<file path="src/rtl/mips_avalon_pkg.sv">
// rtl/mips_avalon_pkg.sv - shared types and constants for the MIPS Avalon master
package mips_avalon_pkg;

    typedef enum logic [2:0] {
        ST_IDLE,
        ST_CMD,
        ST_SETTLE,
        ST_RESP,
        ST_ERR
    } avm_state_t;

    typedef struct packed {
        logic        write;
        logic [31:0] addr;
        logic [31:0] wdata;
        logic [3:0]  byteenable;
    } avm_req_t;

    localparam logic [1:0] AVM_ALIGN_MASK = 2'b11;

endpackage

</file>
<file path="src/rtl/mips_avalon_wait_ctr.sv">
// rtl/mips_avalon_wait_ctr.sv - saturating wait-cycle counter with clear and enable
module mips_avalon_wait_ctr #(
    parameter int CTR_WIDTH = 16
) (
    input  logic                 clk,
    input  logic                 rst_n,
    input  logic                 clr,
    input  logic                 en,
    output logic [CTR_WIDTH-1:0] count
);

    // Clear wins over enable; the count sticks at all-ones instead of wrapping.
    always_ff @(posedge clk or negedge rst_n) begin
        if (!rst_n) begin
            count <= '0;
        end else if (clr) begin
            count <= '0;
        end else if (en && (count != {CTR_WIDTH{1'b1}})) begin
            count <= count + 1'b1;
        end
    end

endmodule

</file>
<file path="src/rtl/mips_avalon_master.sv">
// rtl/mips_avalon_master.sv - CPU request to Avalon-MM master; optional abort via MIPS_AVM_TIMEOUT_EN
module mips_avalon_master
    import mips_avalon_pkg::*;
#(
    parameter int CTR_WIDTH      = 16,
    parameter int TIMEOUT_CYCLES = 256
) (
    input  logic                 clk,
    input  logic                 rst_n,
    input  logic                 cpu_req_valid,
    output logic                 cpu_req_ready,
    input  logic                 cpu_req_write,
    input  logic [31:0]          cpu_req_addr,
    input  logic [31:0]          cpu_req_wdata,
    input  logic [3:0]           cpu_req_byteenable,
    output logic                 cpu_resp_valid,
    output logic [31:0]          cpu_resp_rdata,
    output logic                 cpu_resp_err,
    output logic [31:0]          address,
    output logic                 read,
    output logic                 write,
    output logic [31:0]          writedata,
    output logic [3:0]           byteenable,
    input  logic                 waitrequest,
    input  logic [31:0]          readdata,
    output logic [CTR_WIDTH-1:0] last_wait_cycles
);

`ifdef MIPS_AVM_TIMEOUT_EN
    localparam bit TO_EN = 1'b1;
`else
    localparam bit TO_EN = 1'b0;
`endif

    localparam logic [CTR_WIDTH-1:0] TO_LIMIT = CTR_WIDTH'(TIMEOUT_CYCLES - 1);
    localparam logic [CTR_WIDTH-1:0] TO_VALUE = CTR_WIDTH'(TIMEOUT_CYCLES);

    avm_state_t           state;
    avm_state_t           state_next;
    avm_req_t             req;
    logic                 ctr_clr;
    logic                 ctr_en;
    logic [CTR_WIDTH-1:0] wait_count;
    logic                 misaligned;
    logic                 timeout_hit;
    logic                 bus_active;

    assign misaligned  = (cpu_req_addr[1:0] & AVM_ALIGN_MASK) != 2'b00;
    // This wait cycle is the one that brings the counter up to the limit.
    assign timeout_hit = TO_EN && waitrequest && (wait_count == TO_LIMIT);

    mips_avalon_wait_ctr #(
        .CTR_WIDTH(CTR_WIDTH)
    ) u_wait_ctr (
        .clk  (clk),
        .rst_n(rst_n),
        .clr  (ctr_clr),
        .en   (ctr_en),
        .count(wait_count)
    );

    // State register; reset returns to IDLE at once, which drops read/write.
    always_ff @(posedge clk or negedge rst_n) begin
        if (!rst_n) begin
            state <= ST_IDLE;
        end else begin
            state <= state_next;
        end
    end

    // Next-state and counter control.
    always_comb begin
        state_next = state;
        ctr_clr    = 1'b0;
        ctr_en     = 1'b0;
        unique case (state)
            ST_IDLE: begin
                if (cpu_req_valid) begin
                    ctr_clr    = 1'b1;
                    state_next = misaligned ? ST_ERR : ST_CMD;
                end
            end
            ST_CMD: begin
                if (waitrequest) begin
                    ctr_en = 1'b1;
                    if (timeout_hit) begin
                        state_next = ST_ERR;
                    end
                end else begin
                    state_next = ST_SETTLE;
                end
            end
            ST_SETTLE: state_next = ST_RESP;
            ST_RESP:   state_next = ST_IDLE;
            ST_ERR:    state_next = ST_IDLE;
            default:   state_next = ST_IDLE;
        endcase
    end

    // Request latch, read-data capture and wait-count publication.
    always_ff @(posedge clk or negedge rst_n) begin
        if (!rst_n) begin
            req              <= '0;
            cpu_resp_rdata   <= '0;
            last_wait_cycles <= '0;
        end else begin
            if ((state == ST_IDLE) && cpu_req_valid) begin
                req.write      <= cpu_req_write;
                req.addr       <= cpu_req_addr;
                req.wdata      <= cpu_req_wdata;
                req.byteenable <= cpu_req_write ? cpu_req_byteenable : 4'hF;
            end
            if (state == ST_SETTLE) begin
                last_wait_cycles <= wait_count;
                if (!req.write) begin
                    cpu_resp_rdata <= readdata;
                end
            end
            if ((state == ST_CMD) && timeout_hit) begin
                last_wait_cycles <= TO_VALUE;
            end
        end
    end

    // Bus strobes cover CMD and the settle cycle; fields come straight from the latch.
    assign bus_active     = (state == ST_CMD) || (state == ST_SETTLE);
    assign read           = bus_active && !req.write;
    assign write          = bus_active && req.write;
    assign address        = req.addr;
    assign writedata      = req.wdata;
    assign byteenable     = req.byteenable;
    assign cpu_req_ready  = (state == ST_IDLE) && rst_n;
    assign cpu_resp_valid = (state == ST_RESP) || (state == ST_ERR);
    assign cpu_resp_err   = (state == ST_ERR);

endmodule

</file>
<file path="config.mk">
export PLATFORM = sky130hd
export DESIGN_NAME = mips_avalon_master
export DESIGN_NICKNAME = d
export VERILOG_FILES = /design/src/rtl/mips_avalon_pkg.sv /design/src/rtl/mips_avalon_wait_ctr.sv /design/src/rtl/mips_avalon_master.sv
export SDC_FILE = /design/constraint.sdc
export NUM_CORES = 1
export LEC_CHECK = 0
export ABC_AREA = 1
export CAP_MARGIN = 25
export CORE_ASPECT_RATIO = 2
export CORE_MARGIN = 5
export CORE_UTILIZATION = 30
export CTS_BUF_LIST = sky130_fd_sc_hd__clkbuf_8
export DETAILED_ROUTE_END_ITERATION = 16
export SLEW_MARGIN = 20
export SYNTH_ARGS = -nofsm -noshare
export SYNTH_HDL_FRONTEND = slang
export SYNTH_SLANG_ARGS = --single-unit
</file>
<file path="constraint.sdc">
create_clock -name clk -period 2.7 [get_ports clk]
set_input_delay 0.675 -clock clk [delete_from_list [all_inputs] [get_ports clk]]
set_output_delay 0.675 -clock clk [all_outputs]
set_load 0.05 [all_outputs]
</file>
==> flow_metrics.env <==
export IMPL_initial_core_util_pct=30.3
export IMPL_syn_inst=720
export IMPL_relSlewSlack_pct=49.1
export IMPL_fp_coreArea_um2=20400
export IMPL_ys_flop_type="dfrtp_1"
export IMPL_grt_pass1_vias=4979
export IMPL_status="finished clean"
export IMPL_detail_route_vias_per_cell=4.28
export IMPL_numCtsBuffers=17
export IMPL_portBuffers=225
export IMPL_synth_most_common_cell="nand2_1"
export IMPL_dp_cells=1119
export IMPL_antenna_found_initial=1
export IMPL_ctsHtreeMaxLevel=4
export IMPL_worst_ep_arrival_time_ns=1.80
export IMPL_io_pin_count=226
export IMPL_skew_ns=0.00916
export IMPL_finalHoldViolCount=0
export IMPL_final_layout_size_suffix_gt1_share_pct=6.78
export IMPL_holdWs_ns=0.316
export IMPL_dieArea_um2=23700
export IMPL_cts_tree="yes"
export IMPL_clock_path_buffers=2
export IMPL_place_ws_ns=0.416
export IMPL_drt_drc_violations_left=0
export IMPL_die_w_um=111
export IMPL_syn_area_um2=6180
export IMPL_routabilityCongestion=0.816
export IMPL_worstPathRequired_ns=2.03
export IMPL_met3_usage_pct=3.97
export IMPL_use_met1_pct=14.6
export IMPL_clock_latency_ns=0.46
export IMPL_syn_area_per_cell_um2=8.58
export IMPL_slew_viol_final=0
export IMPL_drv_cap=0
export IMPL_start_kind="register"
export IMPL_die_h_um=213
export IMPL_grt_pass1_wl_um=26800
export IMPL_worstSetupPathType="register to output port"
export IMPL_globalRoute_totalOverflow=0
export IMPL_hold_path_class="primary input to async pin"
export IMPL_max_freq_ghz=0.403
export IMPL_worst_slack_ns=0.222
export IMPL_finalPower_mw=11.1
export IMPL_synth_ff_latch_count=136
export IMPL_synth_area_leaders="dfrtp_1, nand2_1, buf_4, nand3_1, o21ai_0"
export IMPL_synthesis_nets=826
export IMPL_worst_slew_pin_slew_ns=0.764
export IMPL_top_usage_layer="met2"
export IMPL_min_period_ns=2.48
export IMPL_grtUsageTotal_pct=14.5
export IMPL_cts_setup_buffers=0
export IMPL_ys_types=29
export IMPL_dr_first_iter_drc_count=159
export IMPL_place_hpwl_um=12400
export IMPL_power_density_nw_per_um2=1290
export IMPL_grt_start_max_net_pins=137
export IMPL_wl_um=17000
export IMPL_routed_via_count=4936
export IMPL_path_max_fanout=6
export IMPL_yosysTopAreaCell="dfrtp_1"
export IMPL_fin_crit_sh_pct=91.8
export IMPL_detail_route_antenna_nets=0
export IMPL_ys_seq_area_share_pct=55.1
export IMPL_final_cell_count_no_fill=1152
export IMPL_synth_async_reset_ratio_pct=100
export IMPL_cts_root_buf="clkbuf_8"
export IMPL_synth_top_area_share_pct=55.1
export IMPL_cts_sinks=136
export IMPL_synth_common_cells="nand2_1, dfrtp_1, buf_4"
export IMPL_wire_per_inst_um=14.8
export IMPL_clk_pin_slew_worst_paths_ns=0.08
export IMPL_finalSetupTns_ns=0
export IMPL_row_count=74
export IMPL_nets=978
export IMPL_area_growth_pct=39.0
export IMPL_vdd_drop_max_mv=0.689
export IMPL_first_pass_iters=5
export IMPL_use_met2_pct=27.4
export IMPL_cp_end_kind="output port"
export IMPL_setup_viol=0
export IMPL_p_leak_nw=4.08
export IMPL_synth_edff_count=0
export IMPL_yosys_warnings=0
export IMPL_rsz0062_at_grt="no"
-- path summary, 6_finish.rpt --
kind	start	slack (ns)	cells past startpoint	end
max	state[0]$_DFFE_PN0P_	0.22	3	cpu_resp_valid
min in group clk	cpu_resp_rdata[1]$_DFFE_PN0P_	0.47	2	cpu_resp_rdata[1]$_DFFE_PN0P_
min	rst_n	0.32	2	last_wait_cycles[7]$_DFFE_PN0N_
min reg2reg	cpu_resp_rdata[1]$_DFFE_PN0P_	0.47	2	cpu_resp_rdata[1]$_DFFE_PN0P_
max reg2reg	u_wait_ctr.count[1]$_DFFE_PN0P_	0.61	8	u_wait_ctr.count[15]$_DFFE_PN0P_
max in group asynchronous	rst_n	1.79	2	writedata[9]$_DFFE_PN0P_
-- repair_timing --
| item | in CTS | in global routing |
|---|---|---|
| resized for setup | 2 | 0 |
| hold buffers | 0 | 0 |
| setup endpoints to repair | 2 | 0 |
-- final cells by class --
cell class	count	area, um2
diodes	1	2.50
clock buffers	20	275
clock inverters	12	111
fillers	2021	11800
inverters	24	90.1
multi-input cells	460	2000
flip-flops and latches	136	3400
well taps	266	333
repair buffers	233	2380
-- sequential cells by signal, indices dropped and copies added (netlist names) --
register,flops
address,32
byteenable,4
cpu_resp_rdata,32
last_wait_cycles,16
req,1
state,3
u_wait_ctr.count,16
writedata,32
-- critical path: stages (launching register included) --
cell           delay (ns)
dfrtp_1              0.44
nor3_1               0.27
a21o_1               0.12
dlygate4sd2_1        0.52
-- report_power, final --
group | switching (mW) | internal (mW)
combinational | 4.31 | 1.93
clock | 0.784 | 0.875
sequential | 0.413 | 2.81
total | 5.50 | 5.62
-- stage by stage --
step	area, um2	utilization (%)
2_1_floorplan	6180	-
3_3_place_gp	8210	40.3
3_5_place_dp	8210	40.3
4_1_cts	8590	42.2
5_1_grt	8590	42.2
6_report	8590	42.2
-- metal layers --
layer	wire [um]	share of wire, %	up-vias
met5	0	0	-
met4	507	3.0	0
met3	751	4.4	33
met2	9500	56	143
met1	6280	37	2287
li1	-	-	2473
-- layout by cell type (no fill, tap or decap), drive strengths merged, types with 6 or more instances in the layout --
cell,n
inv,28
o21ai,29
nand3,58
clkbuf,20
dfrtp,136
xor2,6
nor2,24
clkinv,6
clkdlybuf4s50,219
buf,12
nand2,327
-- logic make-up (layout without fill, tap and decap cells) --
kind of cell / count (synthesis) / count (layout) / synth area share [%]
AOI/OAI and AO/OA: 33 / 33 / 3.20
buffers and inverters: 124 / 289 / 12.7
DFF: 136 / 136 / 55.1
other: 0 / 1 / 0
and+or+nand+nor: 417 / 417 / 27.6
xor gates and xnor gates: 9 / 9 / 1.28
adders and majority gates: 1 / 1 / 0.202
Power figures use the tool's default switching activity.
==> variant: new RTL, config.mk and constraints unchanged <==
The option `MIPS_AVM_TIMEOUT_EN` is turned on by a define.
--- a/src/rtl/mips_avalon_master.sv
+++ b/src/rtl/mips_avalon_master.sv
@@ -1,2 +1,4 @@
 // rtl/mips_avalon_master.sv - CPU request to Avalon-MM master; optional abort via MIPS_AVM_TIMEOUT_EN
+`define MIPS_AVM_TIMEOUT_EN
+
 module mips_avalon_master
Behaviour: same outputs for any inputs over 10 cycles, from zero or initial values and one cycle with rst_n low; that may be too few to reach the edited logic, so the function may still have changed.
==> variant against the unedited design <==
Power grew 3.8%; sequential cell count is the same; setup slack lost 17 ps; synthesized area grew 2.1%; sequential share of layout area shrank 0.86 points; register-to-register slack gained 230 ps; wire length grew 14%; final area grew 2.2%; maximum frequency shrank 0.68%; highest routed layer unchanged.
==> variant: results (changes against the unedited design) <==
Cts repair resizes: 0 (was 2)
Post-Syn Nets: 881 (was 826)
Vias in the first global route: 5285 (was 4979)
Status: completed (unchanged)
TritonRoute pass-1 iters: 4 (was 5)
Wire per inst: 16.0 um (was 14.8 um)
Worst-case vdd ir drop: 608 uV (was 689 uV)
Drt total wl: 19400 um (was 17000 um)
Critical Path AT: 1820 ps (was 1800 ps)
Slew margin rel.: 0.413 (was 0.491)
Mean Syn Cell Area: 8.15 um^2 (was 8.58 um^2)
R2r endpoint: cpu_resp_rdata[14] (was u_wait_ctr.count[15])
Total number of vias: 5241 (was 4936)
FILL cells: 2137 (was 2021)
GRT Total Usage: 0.162 (was 0.145)
Synth area leaders: dfrtp_1 54%, nand2_1 21%, buf_4 8.1% (was dfrtp_1 55%, nand2_1 20%, buf_4 8.7%)
RR Startpoint: state[0] (was u_wait_ctr.count[1])
Final #Nets: 1034 (was 978)
Synth cell types: 28 (was 29)
Synth top cells by count: 360 x nand2_1, 136 x dfrtp_1, 69 x nand3_1 (was 322 x nand2_1, 136 x dfrtp_1, 72 x buf_4)
Hpwl dp: 14200 um (was 12400 um)
Placed Instances: 1178 (was 1119)
Clk_skew: 13.3 ps (was 9.16 ps)
Placer congestion estimate: 0.887 (was 0.816)
Leakage: 0.00433 uW (was 0.00408 uW)
==> variant: worst max-delay path, stage by stage (launching register included) <==
cell and delay, ps:
dfrtp_1 470, nor3_4 230, inv_2 200, a21oi_1 280, buf_12 180
==> variant: cell families after synthesis <==
family          Yosys count  synth area share
compound gates           28            0.0244
xor+xnor                  3           0.00416
fa+ha+maj                 1           0.00198
buf+inv                 144             0.132
flops                   136             0.539
simple gates            463             0.298
==> variant: power breakdown <==
group          switching, uW  leakage (uW)  internal [uW]
registers                444       0.00172           2840
logic                   4470       0.00241           1990
clock network            814      0.000206            991
==> variant: through the flow <==
stage | hold slack (ps) | total power (uW) | area [um^2] | setup slack, ps
after floorplan | 379 | 8160 | 6320 | 338
after global routing | 374 | 12200 | 8780 | 77.7
final | 264 | 11500 | 8780 | 205
after detailed placement | 458 | 9870 | 8360 | 562
after global placement | 454 | 9810 | 8360 | 566
after CTS | 358 | 11700 | 8780 | 150
==> variant: final cells by class <==
cell class	instances	share of cell area
clock buffer	17	0.0266
timing repair buffer	234	0.270
antenna	1	0.000285
tap	269	0.0383
multi-input combinational	495	0.238
clock inverter	14	0.0211
sequential	136	0.387
inverter	44	0.0188
==> variant: metal layers <==
layer	global-route usage	vias up	wire, um
met5	0	-	0
met4	0.0907	0	918
met3	0.0400	41	781
met2	0.303	151	11100
met1	0.157	2423	6570
li1	-	2626	-
==> variant: worst max path at each step <==
stage	endpoint
detailed placement	address[10]
floorplan	cpu_resp_valid
CTS	read
global placement	writedata[31]
global route	read
finish	read
